### src/rtl/read_response_handler_pkg.sv
// Shared types and constants for the channel-0 read response path.
// Holds the AFU base types, the control-line layout and the handler's pipeline stage type.
package afu_base;
    typedef logic [31:0] t_uint32;
    typedef logic [15:0] t_cci_mdata;
    typedef logic [41:0] t_cci_clAddr;

    typedef enum logic [1:0] {
        AFU_IDLE = 2'd0,
        AFU_CTRL = 2'd1,
        AFU_RUN  = 2'd2,
        AFU_DONE = 2'd3
    } e_afu_state;
endpackage

package interface_debug;
    import afu_base::*;

    localparam t_uint32 CONTROL_NOP       = 32'd0;
    localparam t_uint32 CONTROL_START_RUN = 32'd1;
    localparam t_uint32 CONTROL_STOP      = 32'd2;

    localparam t_cci_mdata READ_CTRL_MDATA = 16'h0001;
    localparam t_cci_mdata READ_RUN_MDATA  = 16'h0002;

    localparam int CTRL_CODE_LSB    = 0;
    localparam int CTRL_NUM_CLS_LSB = 32;
    localparam int CTRL_RD_ADDR_LSB = 64;
endpackage

package read_response_handler_pkg;
    import afu_base::*;

    // Only the control fields of a line are kept past the input register.
    typedef struct packed {
        logic        valid;
        t_cci_mdata  mdata;
        t_uint32     code;
        t_uint32     num_cls;
        t_cci_clAddr rd_addr;
    } t_rx_stage;

    function automatic logic completion_allowed(input e_afu_state state);
        return (state == AFU_CTRL) || (state == AFU_RUN);
    endfunction
endpackage

### src/rtl/ctrl_resp_if.sv
// Decoded control-poll response presented to the host-control logic.
interface ctrl_resp_if;
    import afu_base::*;

    logic        valid;
    logic        ack;
    t_uint32     code;
    t_cci_clAddr rd_addr;
    t_uint32     num_cls;

    modport to_host   (output valid, ack, code, rd_addr, num_cls);
    modport from_host (input  valid, ack, code, rd_addr, num_cls);
endinterface

### src/rtl/read_response_handler_credit_counter.sv
// Outstanding-read tracker: saturating up/down counter with a registered stall threshold.
module credit_counter #(
    parameter int MAX_OUTSTANDING = 64,
    parameter int STALL_MARGIN    = 4
) (
    input  logic                             clk,
    input  logic                             rst_n,
    input  logic                             inc,
    input  logic                             dec,
    input  logic                             almfull,
    output logic [$clog2(MAX_OUTSTANDING):0] count,
    output logic                             stall,
    output logic                             underflow
);
    localparam int CW = $clog2(MAX_OUTSTANDING) + 1;
    localparam logic [CW-1:0] THRESHOLD = CW'(MAX_OUTSTANDING - STALL_MARGIN);
    localparam logic [CW-1:0] COUNT_MAX = '1;

    logic [CW-1:0] count_next;

    always_comb begin
        count_next = count;
        underflow  = 1'b0;
        if (inc && !dec) begin
            if (count != COUNT_MAX) count_next = count + CW'(1);
        end else if (dec && !inc) begin
            if (count == '0) underflow = 1'b1;
            else             count_next = count - CW'(1);
        end
    end

    // Stall is derived from the next count so it lines up with the registered counter.
    always_ff @(posedge clk or negedge rst_n) begin
        if (!rst_n) begin
            count <= '0;
            stall <= 1'b1;
        end else begin
            count <= count_next;
            stall <= almfull | (count_next >= THRESHOLD);
        end
    end
endmodule

### src/rtl/read_response_handler.sv
// Routes channel-0 read responses by mdata: control lines to ctrl_resp, run data to the
// run completion counter; also tracks outstanding reads to throttle the read issuer.
module read_response_handler
    import afu_base::*;
    import interface_debug::*;
    import read_response_handler_pkg::*;
#(
    parameter int MAX_OUTSTANDING = 64,
    parameter int STALL_MARGIN    = 4
) (
    input  logic                clk,
    input  logic                rst_n,
    input  e_afu_state          afu_state,
    input  logic                rd_issued,
    input  logic                tx_almfull,
    input  logic                rx_valid,
    input  t_cci_mdata          rx_mdata,
    input  logic [511:0]        rx_data,
    ctrl_resp_if.to_host        ctrl_resp,
    output logic                stall,
    output logic [31:0]         run_rsp_count,
    output logic                run_complete,
    output logic                err_unexpected
);
    localparam int AW = $bits(t_cci_clAddr);

    t_rx_stage                        s1;
    logic [$clog2(MAX_OUTSTANDING):0] outstanding;
    logic                             underflow;
    logic [32:0]                      expected;
    logic [31:0]                      count_inc;
    logic                             run_hit;
    logic                             run_over;
    logic                             unused_line;

    assign unused_line = ^rx_data[511:CTRL_RD_ADDR_LSB + AW];

    credit_counter #(
        .MAX_OUTSTANDING (MAX_OUTSTANDING),
        .STALL_MARGIN    (STALL_MARGIN)
    ) u_credit (
        .clk       (clk),
        .rst_n     (rst_n),
        .inc       (rd_issued),
        .dec       (rx_valid),
        .almfull   (tx_almfull),
        .count     (outstanding),
        .stall     (stall),
        .underflow (underflow)
    );

    always_ff @(posedge clk or negedge rst_n) begin
        if (!rst_n) begin
            s1 <= '0;
        end else begin
            s1.valid   <= rx_valid;
            s1.mdata   <= rx_mdata;
            s1.code    <= rx_data[CTRL_CODE_LSB +: 32];
            s1.num_cls <= rx_data[CTRL_NUM_CLS_LSB +: 32];
            s1.rd_addr <= rx_data[CTRL_RD_ADDR_LSB +: AW];
        end
    end

    // A response only completes the run when it moves the count onto expected from below.
    always_comb begin
        count_inc = (run_rsp_count == 32'hFFFF_FFFF) ? run_rsp_count : run_rsp_count + 32'd1;
        run_hit   = ({1'b0, count_inc} == expected) && ({1'b0, run_rsp_count} < expected);
        run_over  = {1'b0, run_rsp_count} >= expected;
    end

    always_ff @(posedge clk or negedge rst_n) begin
        if (!rst_n) begin
            ctrl_resp.valid   <= 1'b0;
            ctrl_resp.ack     <= 1'b0;
            ctrl_resp.code    <= '0;
            ctrl_resp.rd_addr <= '0;
            ctrl_resp.num_cls <= '0;
            expected          <= '0;
            run_rsp_count     <= '0;
            run_complete      <= 1'b0;
            err_unexpected    <= 1'b0;
        end else begin
            ctrl_resp.ack   <= 1'b0;
            ctrl_resp.valid <= 1'b0;
            run_complete    <= 1'b0;
            if (underflow) err_unexpected <= 1'b1;
            if (s1.valid) begin
                if (s1.mdata == READ_CTRL_MDATA) begin
                    ctrl_resp.ack <= 1'b1;
                    if (s1.code != CONTROL_NOP) begin
                        ctrl_resp.valid   <= 1'b1;
                        ctrl_resp.code    <= s1.code;
                        ctrl_resp.rd_addr <= s1.rd_addr;
                        ctrl_resp.num_cls <= s1.num_cls;
                        // The issuer covers start..start+num_cls inclusive, hence one extra line.
                        if (s1.code == CONTROL_START_RUN) begin
                            expected      <= {1'b0, s1.num_cls} + 33'd1;
                            run_rsp_count <= '0;
                        end
                    end
                end else if (s1.mdata == READ_RUN_MDATA) begin
                    run_rsp_count <= count_inc;
                    if (run_hit && completion_allowed(afu_state)) run_complete <= 1'b1;
                    if (run_over) err_unexpected <= 1'b1;
                end else begin
                    err_unexpected <= 1'b1;
                end
            end
        end
    end
endmodule

### src/flat_wrapper.sv
// flat-port wrapper written by rule: the top's interface ports become plain ports
module read_response_handler_flat import afu_base::*; import interface_debug::*; import read_response_handler_pkg::*;
#(
    parameter int MAX_OUTSTANDING = 64,
    parameter int STALL_MARGIN    = 4
)
  (clk, rst_n, afu_state, rd_issued, tx_almfull, rx_valid, rx_mdata, rx_data, stall, run_rsp_count, run_complete, err_unexpected, ctrl_resp_valid, ctrl_resp_ack, ctrl_resp_code, ctrl_resp_rd_addr, ctrl_resp_num_cls);
  ctrl_resp_if ctrl_resp_i ();
  input  logic clk;
  input  logic rst_n;
  input  e_afu_state afu_state;
  input  logic rd_issued;
  input  logic tx_almfull;
  input  logic rx_valid;
  input  t_cci_mdata rx_mdata;
  input  logic [511:0] rx_data;
  output logic stall;
  output logic [31:0] run_rsp_count;
  output logic run_complete;
  output logic err_unexpected;
  output wire logic [$bits(ctrl_resp_i.valid)-1:0] ctrl_resp_valid;
  output wire logic [$bits(ctrl_resp_i.ack)-1:0] ctrl_resp_ack;
  output wire logic [$bits(ctrl_resp_i.code)-1:0] ctrl_resp_code;
  output wire logic [$bits(ctrl_resp_i.rd_addr)-1:0] ctrl_resp_rd_addr;
  output wire logic [$bits(ctrl_resp_i.num_cls)-1:0] ctrl_resp_num_cls;
  assign ctrl_resp_valid = ctrl_resp_i.valid;
  assign ctrl_resp_ack = ctrl_resp_i.ack;
  assign ctrl_resp_code = ctrl_resp_i.code;
  assign ctrl_resp_rd_addr = ctrl_resp_i.rd_addr;
  assign ctrl_resp_num_cls = ctrl_resp_i.num_cls;
  read_response_handler #(.MAX_OUTSTANDING(MAX_OUTSTANDING), .STALL_MARGIN(STALL_MARGIN)) u_core (.clk(clk), .rst_n(rst_n), .afu_state(afu_state), .rd_issued(rd_issued), .tx_almfull(tx_almfull), .rx_valid(rx_valid), .rx_mdata(rx_mdata), .rx_data(rx_data), .ctrl_resp(ctrl_resp_i), .stall(stall), .run_rsp_count(run_rsp_count), .run_complete(run_complete), .err_unexpected(err_unexpected));
endmodule
### config.mk
export PLATFORM = sky130hd
export DESIGN_NAME = read_response_handler_flat
export DESIGN_NICKNAME = d
export VERILOG_FILES = /design/src/rtl/read_response_handler_pkg.sv /design/src/rtl/ctrl_resp_if.sv /design/src/rtl/read_response_handler_credit_counter.sv /design/src/rtl/read_response_handler.sv /design/src/flat_wrapper.sv
export SDC_FILE = /design/constraint.sdc
export NUM_CORES = 1
export LEC_CHECK = 0
export ABC_AREA = 0
export CORE_AREA = 2 2 261 263
export CTS_CLUSTER_DIAMETER = 150
export CTS_CLUSTER_SIZE = 25
export DETAILED_ROUTE_END_ITERATION = 6
export DIE_AREA = 0 0 263 265
export PLACE_DENSITY = 0.49
export SETUP_SLACK_MARGIN = 0.05
export SYNTH_ARGS = -nofsm -noshare
export SYNTH_HDL_FRONTEND = slang
export SYNTH_HIERARCHICAL = 1
export SYNTH_SLANG_ARGS = --single-unit
### constraint.sdc
create_clock -name clk -period 2.2 [get_ports clk]
set_input_delay 0.33 -clock clk [delete_from_list [all_inputs] [get_ports clk]]
set_output_delay 0.33 -clock clk [all_outputs]
set_load 0.03 [all_outputs]
# ---- Yosys cells after proc, flatten, opt, wreduce, memory -nomap -nowiden
# Cells that the tools add are included.
dict set report op_classes {
  add_sub_neg 4
  n_lt_le_gt_ge 3
  eq_ne 10
  n_mux 26
  n_bitwise 1
  n_reduce_logical 13
}
# op count
set ops {}
lappend ops {{$mux W32} 5}
lappend ops {{$add A32 B1 Y33 const B} 1}
lappend ops {{$eq A32 B33 Y1} 1}
lappend ops {{$ge A32 B33 Y1} 1}
lappend ops {{$lt A32 B33 Y1} 1}
lappend ops {{$add A32 B1 Y32 const B} 1}
lappend ops {{$eq A32 B1 Y1 const B} 1}
lappend ops {{$eq A32 B32 Y1 const B} 1}
lappend ops {{$reduce_bool A32 Y1} 1}
lappend ops {{$mux W7} 4}
lappend ops {{$mux W1} 17}
lappend ops {{$eq A16 B1 Y1 const B} 1}
lappend ops {{$eq A16 B2 Y1 const B} 1}
lappend ops {{$reduce_and A4 Y1} 2}
lappend ops {{$add A7 B1 Y7 const B} 1}
lappend ops {{$ge A7 B6 Y1 const B} 1}
lappend ops {{$logic_not A7 Y1} 1}
lappend ops {{$ne A7 B7 Y1 const B} 1}
lappend ops {{$sub A7 B1 Y7 const B} 1}
lappend ops {{$logic_and A1 B1 Y1} 4}
lappend ops {{$ne A2 B2 Y1 const B} 2}
lappend ops {{$reduce_and A3 Y1} 1}
lappend ops {{$eq A2 B1 Y1 const B} 1}
lappend ops {{$eq A2 B2 Y1 const B} 1}
lappend ops {{other kinds (4)} 5}
dict set report totals {
  reg_bits 306
  output_inout_bits 143
}

# ---- Depth between registers and ports, before layout
# Gate-level depths: netlist (run 1).
dict set report logic_depth {
  ltp_word 9
  mapped_depth 11
}

# ---- Hierarchy
# Netlist (run 1), hierarchy kept.
# module instances cells_per_inst area_per_inst_um2 seq_area_each_um2
set by_module_without_submodules {}
lappend by_module_without_submodules {read_response_handler 1 1010 12487.0 7457.2}
lappend by_module_without_submodules {credit_counter 1 81 678.2 201.4}

# ---- Least setup slack after synthesis (run 1)
# No wires, ideal clock.
dict set report synth_timing {
  kind {flip-flop to flip-flop}
  start {register u_core.run_rsp_count[5]}
  end {register u_core.run_complete}
  setup_time_ns 0.096
  arrival_ns 2.569
  required_ns 2.104
  path_slack_ns -0.464
  path_stages_with_launch 10
  n_path_buf 1
  synth_period_minus_slack_ns 2.664
  path_cell_list {dfrtp_1 -> buf_4 -> nand4_1 -> or4b_1 -> o31a_1 -> and4_1 -> xnor2_1 -> a2111oi_2 -> nand4_1 -> nor4_2}
}
dict set report synth_between {
  elab_chain_len 9
  elab_cells_between_ends 11
}
# element line
set synth_rtl {}
lappend synth_rtl {{start: declaration} read_response_handler.sv:21} ;# output logic [31:0] run_rsp_count,
lappend synth_rtl {{start signal: assignment} read_response_handler.sv:102} ;# run_rsp_count <= count_inc;
lappend synth_rtl {{$add A32 B1 Y32 or $eq A32 B32 Y1 (tied branches)} read_response_handler.sv:66} ;# count_inc = (run_rsp_count == 32'hFFFF_FFFF) ? run_rsp_count : run_rsp_count + 32'd1;
lappend synth_rtl {{$mux W32} read_response_handler.sv:66}
lappend synth_rtl {{$eq A32 B33 Y1} read_response_handler.sv:67} ;# run_hit = ({1'b0, count_inc} == expected) && ({1'b0, run_rsp_count} < expected);
lappend synth_rtl {{$logic_and A1 B1 Y1 *} read_response_handler.sv:67}
lappend synth_rtl {{$logic_and A1 B1 Y1 *} read_response_handler.sv:103} ;# if (run_hit && completion_allowed(afu_state)) run_complete <= 1'b1;
lappend synth_rtl {{$mux W1 *} read_response_handler.sv:103}
lappend synth_rtl {{$mux W1 *} read_response_handler.sv:101} ;# end else if (s1.mdata == READ_RUN_MDATA) begin
lappend synth_rtl {{$mux W1 *} read_response_handler.sv:88} ;# if (s1.mdata == READ_CTRL_MDATA) begin
lappend synth_rtl {{$mux W1 *} read_response_handler.sv:87} ;# if (s1.valid) begin
lappend synth_rtl {{end signal: assignment} read_response_handler.sv:80} ;# run_complete <= 1'b0;
lappend synth_rtl {{end signal: assignment} read_response_handler.sv:85} ;# run_complete <= 1'b0;
lappend synth_rtl {{end signal: assignment} read_response_handler.sv:103}
lappend synth_rtl {{end: declaration} read_response_handler.sv:22} ;# output logic run_complete,
# Mark *: on every way between the ends. The rest lies on a longest branch, timed or not.
# A chain may end at the register's enable or synchronous reset.

# ---- Worst setup path after layout (run 1)
dict set report layout_timing {
  start {register u_core/s1[120] in the netlist's numbering}
  end {register u_core.run_rsp_count[20]}
}
dict set report layout_between {
  elab_chain_len 3
  elab_cells_between_ends 7
}
# element line
set layout_rtl {}
lappend layout_rtl {{start: declaration} read_response_handler.sv:27} ;# t_rx_stage s1;
lappend layout_rtl {{$eq A16 B1 Y1 or $eq A16 B2 Y1 (tied branches)} {read_response_handler.sv:88, read_response_handler.sv:101}}
lappend layout_rtl {{$ne A2 B2 Y1 (no source line) or $reduce_bool A2 Y1 (tied branches)} --}
lappend layout_rtl {{$reduce_and A4 Y1 (no source line)} --}
# Parallel ways exist; a longest one is shown, timed or not.

==> results of run 1 <==
==> what timing repair did <==
action | in CTS | in global routing
buffers inserted | 33 | 8
endpoints found under the hold margin | 39 | 0
setup endpoints to repair | 196 | 180
hold buffers | 1 | 0
pin swaps | 54 | 53
resized for setup | 287 | 112
gates cloned | 23 | 3
==> metrics by stage <==
step                      setup WS (ns)  instances  instance area (µm²)
after CTS                        -0.345       2495                21000
after global routing             -0.551       2496                21200
after floorplan                  -0.290       1091                13400
final                            -0.369       2502                21200
after detailed placement         -0.453       2413                18700
after global placement           -0.454       2413                18700
==> Yosys cell counts, types with 28 or more instances <==
cell type,n,share of area [%]
a21oi_1,36,1.4
dfrtp_1,305,58
ha_1,37,3.5
inv_1,44,1.3
mux2_2,104,8.9
nand2_1,73,2.1
nand3_1,28,1.1
nand4_1,30,1.4
nor2_1,50,1.4
o21ai_0,74,2.8
xnor2_1,51,3.4
xor2_1,30,2.0
==> worst max-delay path, cell delays in order, from the launching register on <==
cell and delay (ns):
dfrtp_1 0.39, nor4_2 0.29, nand4_1 0.18, buf_4 0.18, nor4_4 0.26, buf_4 0.20
buf_6 0.10, nand3_4 0.11, and2_4 0.24, buf_12 0.14, buf_16 0.14, o21ai_1 0.12
o41ai_1 0.09
==> per-layer routing <==
layer  vias to the layer above  global-route usage [%]
met5                         -                       0
met4                        16                    3.58
met3                        66                    4.21
met2                       275                    21.2
met1                      5103                    16.6
li1                       4921                       -
==> layout make-up <==
cell class | count | area, µm²
repair buffers | 552 | 5590
multi-input cells | 695 | 6210
diodes | 7 | 17.5
well taps | 873 | 1090
fillers | 6730 | 45600
inverters | 44 | 169
flip-flops and latches | 306 | 7680
clock inverters | 1 | 20.0
clock buffers | 24 | 452
==> report_power, final <==
group / switching [mW] / total [mW] / internal [mW]
combinational: 0.479 / 1.07 / 0.594
clock: 1.93 / 3.40 / 1.47
sequential: 0.173 / 5.97 / 5.79
==> worst max-delay path by stage <==
stage,endpoint,slack (ns),depth (start not counted)
finish,u_core/run_rsp_count[20],-0.37,12
global route,u_core/run_rsp_count[5],-0.55,12
CTS,u_core/run_complete,-0.34,11
detailed placement,u_core/ctrl_resp.code[31],-0.45,8
global placement,u_core/run_rsp_count[1],-0.45,10
floorplan,u_core/run_complete,-0.29,9
==> registers in the layout, indices dropped and copies added, names as in the netlist, 7 cells and up <==
| name | flops |
|---|---|
| u_core/ctrl_resp.rd_addr | 42 |
| u_core/expected | 33 |
| u_core/run_rsp_count | 32 |
| u_core/ctrl_resp.code | 32 |
| u_core/ctrl_resp.num_cls | 32 |
| u_core/s1 | 123 |
| u_core/u_credit/count | 7 |
==> logic make-up (layout without fill, tap and decap cells) <==
kind of cell | Yosys count | after routing | share of synthesized area, %
compound gates | 178 | 178 | 8.38
xor+xnor | 81 | 81 | 5.39
fa+ha+maj | 37 | 37 | 3.52
buf+inv | 90 | 621 | 3.01
flops | 306 | 306 | 58.2
mux | 107 | 107 | 9.12
other cells | 0 | 7 | 0
simple gates | 292 | 292 | 12.4
==> results.md, run 1 <==
- In this run the top signal layer used is met5.
- The largest voltage drop on the vdd net is 0.551 mV.
- Counting flops with a built-in enable in the synthesized netlist gives 0.
- Yosys mapped the design onto 73 distinct sky130hd cell types.
- The final count of pins violating max slew came to 0.
- The slack of the critical path is -0.369 ns.
- Setup violations remaining at the end of the flow were counted as around 170.
- After legalization and detailed placement, the total HPWL measured around 33000 µm.
- Across all register-to-register paths, the minimum setup slack is -0.37 ns.
- For this block, the initial DRC count from the detailed router was between 400 and 500.
- The kind of start point of the critical path is a register.
- The worst hold endpoint is u_core/s1[35].
- The I/O pin total is just under 700.
- The data required time of the critical path is between 2 and 3 ns.
- Of the available clock period, the critical path in the final layout requires 117%.
- The die is 265 µm tall.
- Measured along the x axis, the die boundary spans 263 µm.
- The floorplan has 95 rows.
- The data arrival time at the worst-slack endpoint is slightly below 3 ns.
- Wire segments on met3 add up to about 3400 µm in the final route.
- For this block, the routed nets add up to 46300 µm of wire.
- In this run the most critical hold path is launched from rx_data[99].
- The flow ran to the end, but the final reports show violations.
- The clock passes through at most 3 buffers.
- Counting flops and latches in the post-synthesis netlist gives ~300.
- Before antenna repair, the detailed router went through 4 iterations.
- The mapped netlist covers 13200 µm².
- Along the worst hold path, the cell count comes to 1.
- The library cells used most frequently in the layout, excluding fill and tap cells, are 284 x dfrtp_1, 244 x clkdlybuf4s50_1, 216 x buf_4, 104 x mux2_4, 52 x nand2_1.
- The total number of vias is about 10000.
- The total power draw is 10.4 mW.
- Sequential cells were found to cover 58.2% of the synthesized design area.
- The peak fanout along the critical path is 6.
- The power per cell area is just under 500 nW/µm².
- The worst path in the final design needs a cycle of 2.57 ns, including I/O delays and setup.
- The final-layout setup total negative slack is -38.30 ns.
- The tree built by TritonCTS fans out to 306 sinks.
- After technology mapping, the gate count stands at ~1100.
- The routed wire length on met2 is 21600 µm.
- In the routed design, unresolved DRC markers number 0.
- Counting every net in the synthesized netlist gives 1663.
- The fmax is 389 MHz.
- The vias per cell is 4.15.
- The insertion delay of the later-clocked pin in the worst-skew pair is approximately 0.53 ns.
- The number of global-route vias before repair is 11200.
- The root buffer cell chosen for the clock tree is clkbuf_16.
- TritonCTS built the clock tree.
- The overall routing resource usage is 13.0%.
- The fraction of synthesis flops using an asynchronous set or reset pin is 100%.
- Buffers placed on the I/O ports in this run total 271.
- Routability-driven placement finished with a final weighted congestion of 0.834.
- The final worst hold slack is 0.226 ns.
- The sort of element at the end of the critical path is a register.
- The analysis attributes to cell leakage a power of 9.34 nW.
- Max-cap violations in this run came to 0.
- The number of antenna violations at the first check in global routing was 14.
- Measured in cells, the most critical reg-to-reg path has a length of 12.
- The endpoint identified for the worst register-to-register timing path is u_core/run_rsp_count[20].
- The clock slew seen by the registers of the worst setup and hold paths is about 0.12 ns.
- In this run the number of H-tree levels came out at 1.
- The remaining max-slew budget at the tightest pin is 65.1%.
- Cells fill about a third of the core in the end.
- Clock tree synthesis inserted a total of 16 buffers.
- The final reports fail on setup timing.
- Summed over all layers, the global routing overflow is 0.
- Relative to the synthesized area, the layout overhead comes to 61.3%.
- The share of post-route cells with drive strength above 1 is 35.5%.
- During synthesis, Yosys emitted a total of 6 warnings.
- The length of routed wiring on met1 is 20100 µm.
- The final-report hold violation count is 0.
- Once the floorplan was initialized, standard cells occupied 19.7% of the core.
- The actual transition at the worst max-transition pin is 0.519 ns.
- Leaving out fill and tap cells, the most frequent cell in the layout is dfrtp_1.
- After the last flow step, the layout net total stands at 2187.
- Setup repair after global routing could not meet its margin everywhere.
- The critical path launch point is u_core/s1[120].
- The die covers 69700 µm².
- In the synthesized netlist the dominant register cell turns out to be dfrtp_1.
- The wire length of the first global-routing pass is 70300 µm.
- Entering global routing, the biggest net connects 59 pins.
- The path class of the tightest hold or removal check is in -> reg.
- The mean cell area of the mapped netlist is 12.1 µm².
- The launching point of the worst reg2reg path is u_core/s1[120].
- After floorplanning, the core was sized to cover 66800 µm².
- The critical setup path kind is reg -> reg.
- The maximum clock skew at final layout is just over 0.04 ns.
- Once detail routing completed, the nets flagged for antenna violations numbered 0.
- After detailed routing, the average wire length per cell comes to 18.5 µm.
No activity file was read; power rests on OpenSTA's default activity.
==> run 2: changes to the inputs <==
TNS_END_PERCENT = 5   (was default)
==> run 2 against run 1 <==
Against the previous run:
- the flow still finishes with violations (setup timing)
- via count down 2.0%
- register-to-register slack better by 0.09 ns
- flip-flop and latch count unchanged
- clock skew down 0.016 ns
- wire length down 4.6%
- global-route usage down 0.64 points
- sequential share of layout area up 1.5 points
- count of clock-buffer cells in the layout down 1
- critical path type unchanged
- critical endpoint is now u_core/run_complete
- largest power group unchanged
- highest routed layer unchanged
==> results.md, run 2 (same netlist as run 1, synthesis figures left out) <==
- The flow ran to the end, but the final reports show violations.
- The checks that failed: setup timing.
- The sum of net half-perimeters after detailed placement is 33900 µm (+3.6%).
- The TritonCTS clock tree is yes.
- The core area is 66800 µm² (unchanged).
- In this run the critical register-to-register path is launched from u_core/run_rsp_count[6].
- The multi-input combinational cell area is 5720 µm² (-7.9%).
- The cell at the root of the clock tree is clkbuf_16.
- Relative to the synthesized area, the layout overhead comes to 54.8%.
- The peak fanout along the critical path came to 7 (+1).
- The insertion delay of the later-clocked pin in the worst-skew pair is 0.53 ns (about the same).
- Traced cell by cell, the critical path runs through buf_4 -> and4_4 -> and4_1 -> o311a_4 -> buf_4 -> nand2_1 -> o211a_1 -> o31ai_2 -> nand4b_1 -> nor4_2.
- The cell repeated most along the worst path is buf_4.
- The number of buffer cells added on primary ports was 271 (unchanged).
- The clock slew seen by the registers of the worst setup and hold paths was 0.12 ns (about the same).
- The number of buffers added by the clock tree synthesis step is 16 (unchanged).
- The data arrival time at the worst-slack endpoint was 2.92 ns (-0.06 ns).
- The maximum clock skew at final layout is 0.0261 ns (-0.0155 ns).
- The I/O pin total was 678 (unchanged).
- The floorplan die width is 263 µm (unchanged).
- The overall routing resource usage came to 12.4% (-0.64 points).
- The net total in the final layout is 2168 (-0.87%).
- The count of filler cells inserted in the layout is 6858 (+1.9%).
- The weighted congestion reported at the end of routability-driven placement is 0.872 (+4.5%).
- The fmax is 404 MHz (+3.7%).
- The maximum level of the CTS H-tree is 1 (unchanged).
- The pin count of the biggest net entering global routing was 58 (-1.7%).
- The power per cell area is 511 nW/µm² (+3.9%).
- Ranked by flip-flop count, first place goes to u_core/s1.
- The wire length of the first global-routing pass came to 67300 µm (-4.3%).
- The slack of the critical path was -0.278 ns (+0.0905 ns).
- The number of remaining DRC errors is 0 (unchanged).
- In this run the most critical hold path is launched from rx_data[63].
- The reg-to-reg setup timing slack is -0.28 ns (+0.09 ns).
- The critical path is of the reg -> reg type.
- The clock period minus worst slack is 2.48 ns (-0.0905 ns).
- The final-layout setup total negative slack is -20.68 ns (+17.63 ns).
- Setup repair after global routing could not meet its margin everywhere.
- The share of post-route cells with drive strength above 1 is 30.6% (-4.8 points).
- The setup violation total in the final timing report came to 146 (-16%).
- The actual transition at the worst max-transition pin is 0.537 ns (+0.0181 ns).
- The number of antenna violations at the first check in global routing is 17 (+3).
- The remaining max-slew budget at the tightest pin is 63.9% (-1.2 points).
- The clock tree buffer depth is 3 (unchanged).
- The number of placement rows is 95 (unchanged).
- The library cells used most frequently in the layout, excluding fill and tap cells, are 285 x dfrtp_1, 240 x clkdlybuf4s50_1, 226 x buf_4, 68 x mux2_4, 67 x nand2_1.
- The worst setup path is captured at a register.
- The final count of pins violating max slew was 0 (unchanged).
- The delay contributed by the slowest stage of the critical path was 0.42 ns (+0.03 ns).
- The overall routed net length is 44200 µm (-4.6%).
- The min-delay analysis places its worst path in the category in -> reg.
- The routed length per instance is 17.8 µm (-4.0%).
- The number of global-route vias before repair is 10900 (-2.5%).
- The number of design-rule violations left by the first detailed-router iteration is 396 (-9.2%).
- The sequential cell area came to 7680 µm² (about the same).
- The leakage power summed over all cells is 9.43 nW (+1.0%).
- The data required time of the critical path is 2.64 ns (+0.03 ns).
- The final critical-path share of the clock period is 113% (-4.1 points).
- The number of iterations in the first detailed-routing pass is 5 (+1).
- The worst setup path is launched from a register.
- The number of buffer and inverter stages on the critical path is 2 (-3).
- The total number of vias is 10200 (-2.0%).
- The number of sinks driven by the clock tree is 306 (unchanged).
- In the final layout, the registers with the most flip-flops are u_core/s1 x123, u_core/ctrl_resp.rd_addr x42, u_core/expected x33.
- The number of nets with antenna violations after routing was 0 (unchanged).
- The reported max-cap violation count is 0 (unchanged).
- The effective utilization at floorplan came to 19.7% (unchanged).
- The number of flip-flops in the largest register was 123 (unchanged).
- The worst slack at placement is -0.487 ns (-0.0344 ns).
- The critical path launch point is u_core/run_rsp_count[6].
- The largest voltage drop on the vdd net came to 0.551 mV (+0.13%).
- The die extent in y is 265 µm (unchanged).
- The die outline area is 69700 µm² (unchanged).
- Leaving out fill and tap cells, the most frequent cell in the layout is dfrtp_1.
- The slowest cell on the critical path is dfrtp_2.
- The aggregate global routing overflow is 0 (unchanged).
- The vias per cell is 4.10 (-1.2%).
- The cell family contributing the most delay on the critical path is simple AND/OR/NAND/NOR gates.
- The final-report hold violation count is 0 (unchanged).
==> run 2: cell count changes in the layout (fill, tap and decap cells not counted), sizes merged <==
| cell | change |
|---|---|
| diode | +1 |
| bufinv | +1 |
| clkbuf | -3 |
| clkdlybuf4s50 | -4 |
| dlymetal6s2s | +24 |
| dlygate4sd2 | -23 |
| buf | -14 |
==> run 2: worst reg2reg max path, delay by kind of cell, from the launching register on <==
kind / cells / cell delay (ns)
AO/OA/AOI/OAI: 3 / 0.69
AND/OR/NAND/NOR: 5 / 0.98
buffers and inverters: 2 / 0.30
flip-flops: 1 / 0.42
==> run 2: report_power, final <==
| group | switching, mW | internal [mW] |
|---|---|---|
| clock network | 1.89 | 1.57 |
| registers | 0.154 | 5.79 |
| logic | 0.459 | 0.543 |
| total | 2.51 | 7.91 |
==> run 2: metrics by stage <==
| stage | std cells | utilization (%) | hold WS, ns | cell area (µm²) | total power, mW |
|---|---|---|---|---|---|
| 3_3_place_gp | 2412 | 27.9 | 0.281 | 18600 | 7.04 |
| 3_5_place_dp | 2412 | 27.9 | 0.281 | 18600 | 7.06 |
| 6_report | 2484 | 30.5 | 0.224 | 20400 | 10.4 |
| 5_1_grt | 2476 | 30.5 | 0.196 | 20400 | 11.0 |
| 4_1_cts | 2461 | 29.7 | 0.174 | 19800 | 10.6 |
| 2_1_floorplan | 1091 | - | 0.0344 | 13200 | 6.37 |
==> run 2: timing repair <==
item,4_1_cts,5_1_grt
resized for setup,116,137
hold buffers,1,0
pin swaps,21,24
setup endpoints to repair,194,202
cloned,6,1
hold endpoints to repair,43,0
buffers inserted,17,14
==> run 2: path summary, 6_finish.rpt <==
kind                                                end  cells past startpoint
max                                 u_core/run_complete                     10
min                                       u_core/s1[73]                      1
max reg2reg                         u_core/run_complete                     10
min reg2reg                u_core/ctrl_resp.rd_addr[25]                      1
max in group asynchronous                 u_core/s1[47]                      3
min in group asynchronous      u_core/ctrl_resp.code[1]                      2
==> run 2: metal layers <==
metal | wire (µm) | GRT usage [%]
met2 | 20300 | 20.3
met5 | 84 | 0
met3 | 3650 | 4.32
met4 | 855 | 2.78
met1 | 19300 | 15.7
==> run 2: cell type report <==
cell class / instances / area share (%)
antenna: 8 / 0.0982
multi-input combinational: 695 / 28.1
sequential: 306 / 37.7
timing repair buffer: 533 / 25.5
inverter: 44 / 0.829
clock buffer: 23 / 2.20
tap: 873 / 5.36
clock inverter: 2 / 0.227
